**src/rtl/flex_counter.sv**
```systemverilog
// rtl/flex_counter.sv - parametrised up/down counter with programmable rollover, load, one-shot halt and wrap pulse
module flex_counter #(
    parameter int unsigned NUM_BITS = 4,
    parameter int unsigned RST_VAL  = 0
) (
    input  logic                clk,
    input  logic                nrst,
    input  logic                enable,
    input  logic                clear,
    input  logic                load,
    input  logic [NUM_BITS-1:0] load_val,
    input  logic                up_down,
    input  logic                one_shot,
    input  logic [NUM_BITS-1:0] rollover_val,
    output logic [NUM_BITS-1:0] count,
    output logic                overflow_flag,
    output logic                wrap_pulse,
    output logic                done
);

    localparam logic [NUM_BITS-1:0] RST_CNT = RST_VAL[NUM_BITS-1:0];
    localparam logic [NUM_BITS-1:0] ONE     = {{(NUM_BITS-1){1'b0}}, 1'b1};

    typedef enum logic {
        RUN  = 1'b0,
        HALT = 1'b1
    } state_t;

    state_t              state_q, state_d;
    logic [NUM_BITS-1:0] count_q, count_d;
    logic                overflow_q, overflow_d;
    logic                wrap_q, wrap_d;
    logic                done_q, done_d;

    logic [NUM_BITS-1:0] terminal;
    logic                at_end;

    always_ff @(posedge clk or negedge nrst) begin
        if (!nrst) begin
            state_q    <= RUN;
            count_q    <= RST_CNT;
            overflow_q <= 1'b0;
            wrap_q     <= 1'b0;
            done_q     <= 1'b0;
        end else begin
            state_q    <= state_d;
            count_q    <= count_d;
            overflow_q <= overflow_d;
            wrap_q     <= wrap_d;
            done_q     <= done_d;
        end
    end

    always_comb begin
        state_d  = state_q;
        count_d  = count_q;
        wrap_d   = 1'b0;
        terminal = up_down ? rollover_val : '0;
        // Counting up, anything at or beyond the bound is treated as the end of range
        at_end   = up_down ? (count_q >= rollover_val) : (count_q == '0);

        if (clear) begin
            count_d = RST_CNT;
            state_d = RUN;
        end else if (load) begin
            count_d = load_val;
            state_d = RUN;
        end else if (enable && (state_q == RUN)) begin
            if (at_end) begin
                if (one_shot) begin
                    state_d = HALT;
                end else begin
                    count_d = up_down ? '0 : rollover_val;
                    wrap_d  = 1'b1;
                end
            end else begin
                count_d = up_down ? (count_q + ONE) : (count_q - ONE);
            end
        end

        overflow_d = (count_d == terminal);
        done_d     = (state_d == HALT);
    end

    assign count         = count_q;
    assign overflow_flag = overflow_q;
    assign wrap_pulse    = wrap_q;
    assign done          = done_q;

endmodule

```
**config.mk**
```make
export PLATFORM = sky130hd
export DESIGN_NAME = flex_counter
export DESIGN_NICKNAME = d
export VERILOG_FILES = /design/src/rtl/flex_counter.sv
export SDC_FILE = /design/constraint.sdc
export NUM_CORES = 1
export LEC_CHECK = 0
export BUFFER_PORTS_ARGS = -buffer_cell sky130_fd_sc_hd__buf_2
export CORE_UTILIZATION = 59
export CTS_BUF_LIST = sky130_fd_sc_hd__clkbuf_4 sky130_fd_sc_hd__clkbuf_8
export CTS_CLUSTER_DIAMETER = 80
export DETAILED_ROUTE_END_ITERATION = 10
export PLACE_DENSITY = 0.86
export SKIP_LAST_GASP = 1
export SYNTH_ARGS = -nofsm -noshare
export SYNTH_HDL_FRONTEND = slang
export SYNTH_SLANG_ARGS = --single-unit
```
**constraint.sdc**
```tcl
create_clock -name clk -period 4 [get_ports clk]
set_clock_uncertainty 0.15 [all_clocks]
set_input_delay 1.2 -clock clk [delete_from_list [all_inputs] [get_ports clk]]
set_output_delay 1.2 -clock clk [all_outputs]
set_load 0.01 [all_outputs]
```
==> impl_metrics.csv, run 1 <==
group,metric,value,unit
timing,part_of_the_cycle_the_worst_path_needs,79.0,%
finish,count_of_inserted_antenna_diode_cells,0,
power_and_ir_drop,irDropWorstVdd,0.258,mV
routing,drt_first_iter_violations,48,
timing,crit_path_time_final,3160,ps
place,buffer_ports.inserted,21,
finish,utilization,70.4,%
cts,max-clock-path-buffers,2,
grt,antenna_found_initial,0,
finish,mostFrequentLayoutCell,"sky130_fd_sc_hd__buf_2",
finish,most-common-layout-cells,"sky130_fd_sc_hd__buf_2 (21), sky130_fd_sc_hd__nand2_1 (11), sky130_fd_sc_hd__a21oi_1 (10)",
setup_path,register_to_register_setup_slack,1390,ps
synthesis,synthArstFlopShare,100,%
synthesis,synthCells,115,
finish,fill_cells,115,
power_and_ir_drop,cellPowerDensity,271,mW/mm²
grt,overflow,0,
min_path,whs_endpoint,"done$_DFFE_PN0P_",
die,die-width,41.9,µm
synthesis,synth_edf_count,0,
synthesis,yosys.area.top_type_share,18.6,%
routing,viasPerCell,6.61,
setup_path,critical_path.top_delay_family,"compound AO/OA/AOI/OAI gates",
setup_path,setup.worst_path.start_class,"input pin",
setup_path,path_cells,"buf_2 > inv_1 > ha_1 > a21o_1 > a21oi_1 > xnor2_1 > a2111oi_0 > a211oi_1 > nor4b_4",
grt,vias_in_the_first_global_route,858,
run_status,run_status,"finished clean",
cts,clock-root-buffer,"sky130_fd_sc_hd__clkbuf_4",
timing,setup_violations,0,
min_path,min-delay-start,"done$_DFFE_PN0P_",
routing,drt_pre_antenna_iters,5,
finish,flow.area_growth_from_synthesis,11.4,%
setup_path,worstReg2RegStart,"count[0]$_DFF_PN0_",
timing,worst-slew-pin-transition,453,ps
setup_path,critPathBufInv,2,
routing,wirelength,2.37,mm
die,boundaryPins,22,
synthesis,post_synth.cell_area_avg,8.18,µm²
setup_path,r2r_end,"overflow_flag$_DFF_PN0_",
die,die_area,0.00176,mm²
timing,fin_setup_tns,0,ps
job,maxCapViolCount,0,
setup_path,critPathMaxFanout,18,
place,dp.final_hpwl,1.81,mm
cts,clock_slew_seen_by_the_registers_of_the_worst_setup_and_hold_paths,50,ps
min_path,min_path_type,"flip-flop to flip-flop",
cts,cts-buffers-inserted,3,
cts,ctsHoldBuffers,0,
timing,relSlewSlack,69.4,%
routing,drc,0,
place,dpl_cell_area,0.00102,mm²
synthesis,synth.net_count,137,
cts,clkSinkCount,7,
synthesis,synthesis.area,941,µm²
synthesis,netlist-cell-type-count,45,
cts,cts_tree,"done",
die,core.rowCount,14,
finish,fraction_of_layout_cells_with_a_size_suffix_above_1,25.6,%
cts,insertion_delay,250,ps
setup_path,crit_required,4020,ps
setup_path,timing.critical_path.arrival,3180,ps
cts,post_cts_resize_count,0,
power_and_ir_drop,p_leak,0.000493,µW
grt,grt.total_usage,28.3,%
die,die_height,41.9,µm
grt,grt_pass1_wl,3.73,mm
routing,antenna_violating_nets_post_route,0,
setup_path,cpPeakStageDelay,390,ps
setup_path,worstRegToRegCells,8,
die,floorplan.core_area,0.00149,mm²
synthesis,postSynth.topFlopCell,"sky130_fd_sc_hd__dfrtp_1",
cts,cts-htree-levels,1,
timing,fmax,0.316,GHz
synthesis,synth_top_area_cell,"sky130_fd_sc_hd__dfrtp_1",
timing,timing.final.hold_violations,0,
setup_path,critPathCaptureType,"flip-flop",
setup_path,worstSetupPathType,"input pin to flip-flop",
place,gp_routability_congestion,0.921,
setup_path,worst_path_max_delay_cell,"sky130_fd_sc_hd__a2111oi_0",
timing,report.final.slew_viol_count,0,
finish,nNetsFinal,156,
synthesis,synth_sequential_area_ratio,18.6,%
cts,cts.repair_timing.setup_buffer_count,0,
die,initial_core_utilization,63.2,%
routing,via_count,985,
timing,rsz0062_at_grt,"no",
routing,drt-wirelength-per-cell,15.9,µm
finish,finish.instance_area,0.00105,mm²
min_path,hold_path_depth,2,
synthesis,synth_seq_cells,7,
synthesis,synth_top_cells_by_area,"sky130_fd_sc_hd__dfrtp_1 (19%), sky130_fd_sc_hd__ha_1 (8.0%), sky130_fd_sc_hd__a21oi_1 (5.3%)",
grt,grt_start_max_net_pins,21,
synthesis,ys_warn_count,0,
==> where the power goes <==
group | switching, µW | internal [µW]
clock network | 26.3 | 44.8
logic | 71.6 | 54.7
registers | 9.89 | 76.3
==> cells in the mapped netlist, types with 3 or more instances <==
| master | number |
|---|---|
| sky130_fd_sc_hd__a211oi_1 | 3 |
| sky130_fd_sc_hd__inv_1 | 9 |
| sky130_fd_sc_hd__nor3_1 | 3 |
| sky130_fd_sc_hd__buf_2 | 3 |
| sky130_fd_sc_hd__a21oi_1 | 10 |
| sky130_fd_sc_hd__nand2_1 | 11 |
| sky130_fd_sc_hd__o211ai_1 | 4 |
| sky130_fd_sc_hd__nand3_1 | 3 |
| sky130_fd_sc_hd__o21ai_0 | 3 |
| sky130_fd_sc_hd__nor2_1 | 8 |
| sky130_fd_sc_hd__dfrtp_1 | 7 |
| sky130_fd_sc_hd__ha_1 | 6 |
| sky130_fd_sc_hd__a21o_1 | 4 |
| sky130_fd_sc_hd__nor3b_1 | 3 |
==> kinds of logic after synthesis <==
| kind of cell | share of synthesized area [%] |
|---|---|
| buf+inv | 8.64 |
| simple gates | 26.2 |
| flops | 18.6 |
| compound gates | 32.7 |
| fa+ha+maj | 10.1 |
| xor+xnor | 3.72 |
==> worst min-delay path, stage by stage, from the launching register on <==
cell                      delay (ps)
sky130_fd_sc_hd__dfrtp_1         360
sky130_fd_sc_hd__a31oi_1          50
sky130_fd_sc_hd__nor3_1          120
==> per-stage QoR <==
stage                     hold WS, ps  power, µW  setup slack, ps  instances
after detailed placement          432        212              607        145
after CTS                         443        285              864        149
after global routing              480        303              706        149
final                             431        284              840        149
after global placement            423        207              660        145
after floorplan                   459        179              735        115
==> area by class of cell <==
| cell class | instances | area, µm² | area share (%) |
|---|---|---|---|
| flip-flops and latches | 7 | 175 | 16.7 |
| inverters | 9 | 33.8 | 3.22 |
| clock buffers | 4 | 30.0 | 2.86 |
| well taps | 16 | 20.0 | 1.91 |
| multi-input cells | 92 | 684 | 65.3 |
| repair buffers | 21 | 105 | 10.0 |
==> sequential cells by signal, indices dropped and copies added, names as in the netlist <==
| signal | count |
|---|---|
| wrap_pulse | 1 |
| count | 4 |
| done | 1 |
| overflow_flag | 1 |
==> how the worst max path moves through the flow <==
stage | startpoint | end | slack (ps) | depth (start not counted)
finish | up_down | overflow_flag$_DFF_PN0_ | 840 | 9
floorplan | up_down | overflow_flag$_DFF_PN0_ | 740 | 10
global route | up_down | overflow_flag$_DFF_PN0_ | 710 | 9
detailed placement | up_down | overflow_flag$_DFF_PN0_ | 610 | 9
CTS | up_down | overflow_flag$_DFF_PN0_ | 860 | 9
global placement | up_down | overflow_flag$_DFF_PN0_ | 660 | 9
==> routing by layer <==
layer,global-route usage [%],vias to the layer above,part of all wire [%]
met5,0,-,0
met4,11.0,0,2.5
met3,9.57,10,8.3
met2,46.9,51,48
met1,33.5,457,41
li1,-,467,-
Note: power is estimated with default switching activity, not from simulation.
==> inputs of run 2 (changes only) <==
CORE_UTILIZATION = 55   (was 59)
PLACE_DENSITY = 0.81   (was 0.86)
clock period = 2.95 ns   (was 4 ns; I/O delays follow)
==> run 2 against run 1 <==
The flow now finishes with violations (DRC); wire length is 13% higher; setup slack worse by 700 ps; critical path depth stayed put; highest routed layer unchanged; via count is 4.7% higher; utilization is 0.77 points higher; die area is 6.9% higher.
==> impl_metrics.csv, run 2 (synthesis results as in run 1) <==
group,metric,value,unit
run_status,run_status,"complete, but fails checks",
run_status,failed_checks,"DRC",
routing,drt-wirelength-per-cell,17.0,µm
die,die-width,43.4,µm
job,maxCapViolCount,0,
finish,final_cells,157,
timing,setup_violations,0,
routing,drt_first_iter_violations,65,
grt,antenna_found_initial,0,
cts,cts_tree,"done",
finish,nNetsFinal,164,
timing,relSlewSlack,65.3,%
setup_path,critPathMaxFanout,3,
cts,cts-htree-levels,1,
finish,count_of_inserted_antenna_diode_cells,0,
finish,flow.area_growth_from_synthesis,18.0,%
die,floorplan.core_area,0.00156,mm²
cts,clock-root-buffer,"sky130_fd_sc_hd__clkbuf_4",
timing,report.final.slew_viol_count,0,
power_and_ir_drop,irDropWorstVdd,0.230,mV
timing,crit_path_time_final,2810,ps
timing,rsz0062_at_grt,"no",
timing,worst-slew-pin-transition,513,ps
finish,mostFrequentLayoutCell,"sky130_fd_sc_hd__buf_2",
finish,area_taken_by_multi_input_logic_gates,686,µm²
routing,antenna_violating_nets_post_route,0,
timing,fmax,0.355,GHz
cts,cts.repair_timing.setup_buffer_count,0,
cts,ctsHoldBuffers,0,
place,buffer_ports.inserted,21,
finish,largest_register_ff_count,4,
setup_path,worstReg2RegStart,"count[1]$_DFF_PN0_",
setup_path,worstSetupPathType,"input pin to flip-flop",
finish,most-common-layout-cells,"sky130_fd_sc_hd__buf_2 (21), sky130_fd_sc_hd__nand2_1 (11), sky130_fd_sc_hd__a21oi_1 (10)",
cts,max-clock-path-buffers,2,
grt,grt_start_max_net_pins,17,
grt,vias_in_the_first_global_route,1002,
grt,grt.total_usage,32.1,%
die,boundaryPins,22,
setup_path,critical_path.startpoint,"rollover_val[0]",
finish,utilization,71.2,%
routing,viasPerCell,6.57,
cts,cts-buffers-inserted,3,
power_and_ir_drop,p_leak,0.000532,µW
die,initial_core_utilization,60.4,%
die,die_area,0.00188,mm²
place,gp_routability_congestion,1.00,
cts,insertion_delay,250,ps
cts,clkSinkCount,7,
setup_path,timing.critical_path.arrival,2790,ps
min_path,min_path_type,"input pin to async pin",
setup_path,crit_required,2930,ps
grt,grt_pass1_wl,4.44,mm
place,dp.cells,153,
finish,area.sequential,175,µm²
timing,timing.final.hold_violations,0,
grt,overflow,0,
setup_path,path_cells,"buf_2 > ha_1 > nor3b_1 > o211a_1 > o22ai_1 > buf_4 > nor4b_1 > o21ba_2 > nor4b_4",
setup_path,critPathCaptureType,"flip-flop",
finish,fill_cells,129,
timing,part_of_the_cycle_the_worst_path_needs,95.4,%
die,core.rowCount,14,
power_and_ir_drop,p_total,404,µW
routing,drt_pre_antenna_iters,8,
power_and_ir_drop,cellPowerDensity,364,mW/mm²
setup_path,critPathBufInv,2,
place,dp.final_hpwl,2.05,mm
finish,fraction_of_layout_cells_with_a_size_suffix_above_1,29.8,%
setup_path,worst_path_max_delay_cell,"sky130_fd_sc_hd__nor4b_1",
setup_path,setup.worst_path.start_class,"input pin",
routing,wirelength,2.67,mm
die,die_height,43.4,µm
routing,drc,2,
timing,whs,314,ps
cts,clock_slew_seen_by_the_registers_of_the_worst_setup_and_hold_paths,60,ps
setup_path,critical_path.top_delay_family,"simple AND/OR/NAND/NOR gates",
cts,post_cts_resize_count,0,
routing,via_count,1031,
setup_path,cpPeakStageDelay,410,ps
[run 2: area by class of cell]
class | instances | share of cell area (%)
multi-input cells | 92 | 61.8
flip-flops and latches | 7 | 15.8
repair buffers | 29 | 14.9
inverters | 9 | 3.04
clock buffers | 4 | 2.71
well taps | 16 | 1.80
[run 2: report_power, final]
group / leakage [µW] / internal [µW] / total, µW / switching, µW
registers: 0.0000932 / 103 / 114 / 10.6
logic: 0.000421 / 82.9 / 192 / 109
clock network: 0.0000184 / 60.9 / 98.4 / 37.5
[run 2: worst paths after layout]
check	end	slack, ps	cells after the start
worst max-delay path	overflow_flag$_DFF_PN0_	140	9
worst min-delay path	count[3]$_DFF_PN0_	310	1
worst max register to register	overflow_flag$_DFF_PN0_	410	8
worst min register to register	done$_DFFE_PN0P_	450	2
max in group asynchronous	count[2]$_DFF_PN0_	2160	1
min in group clk	done$_DFFE_PN0P_	450	2
[run 2: routing by layer]
metal,track usage (%),vias up,part of all wire (%)
li1,-,483,-
met1,39.7,458,39
met2,53.3,74,47
met3,7.92,16,10
met4,13.8,0,4.3
met5,0,-,0
[run 2: metrics by stage]
stage	worst slack (ps)	area (µm²)	TNS (ps)
floorplan	0.138	941	0
global placement	35.5	1080	0
detailed placement	-110	1080	-110
CTS	152	1110	0
global route	4.87	1110	0
finish	135	1110	0
[run 2: worst reg2reg max path: stages (launching register included)]
cell and delay, ps:
sky130_fd_sc_hd__dfrtp_1 520, sky130_fd_sc_hd__ha_1 300, sky130_fd_sc_hd__o211ai_1 280, sky130_fd_sc_hd__o211a_1 210, sky130_fd_sc_hd__o22ai_1 100, sky130_fd_sc_hd__buf_4 150, sky130_fd_sc_hd__nor4b_1 410, sky130_fd_sc_hd__o21ba_2 240
sky130_fd_sc_hd__nor4b_4 50
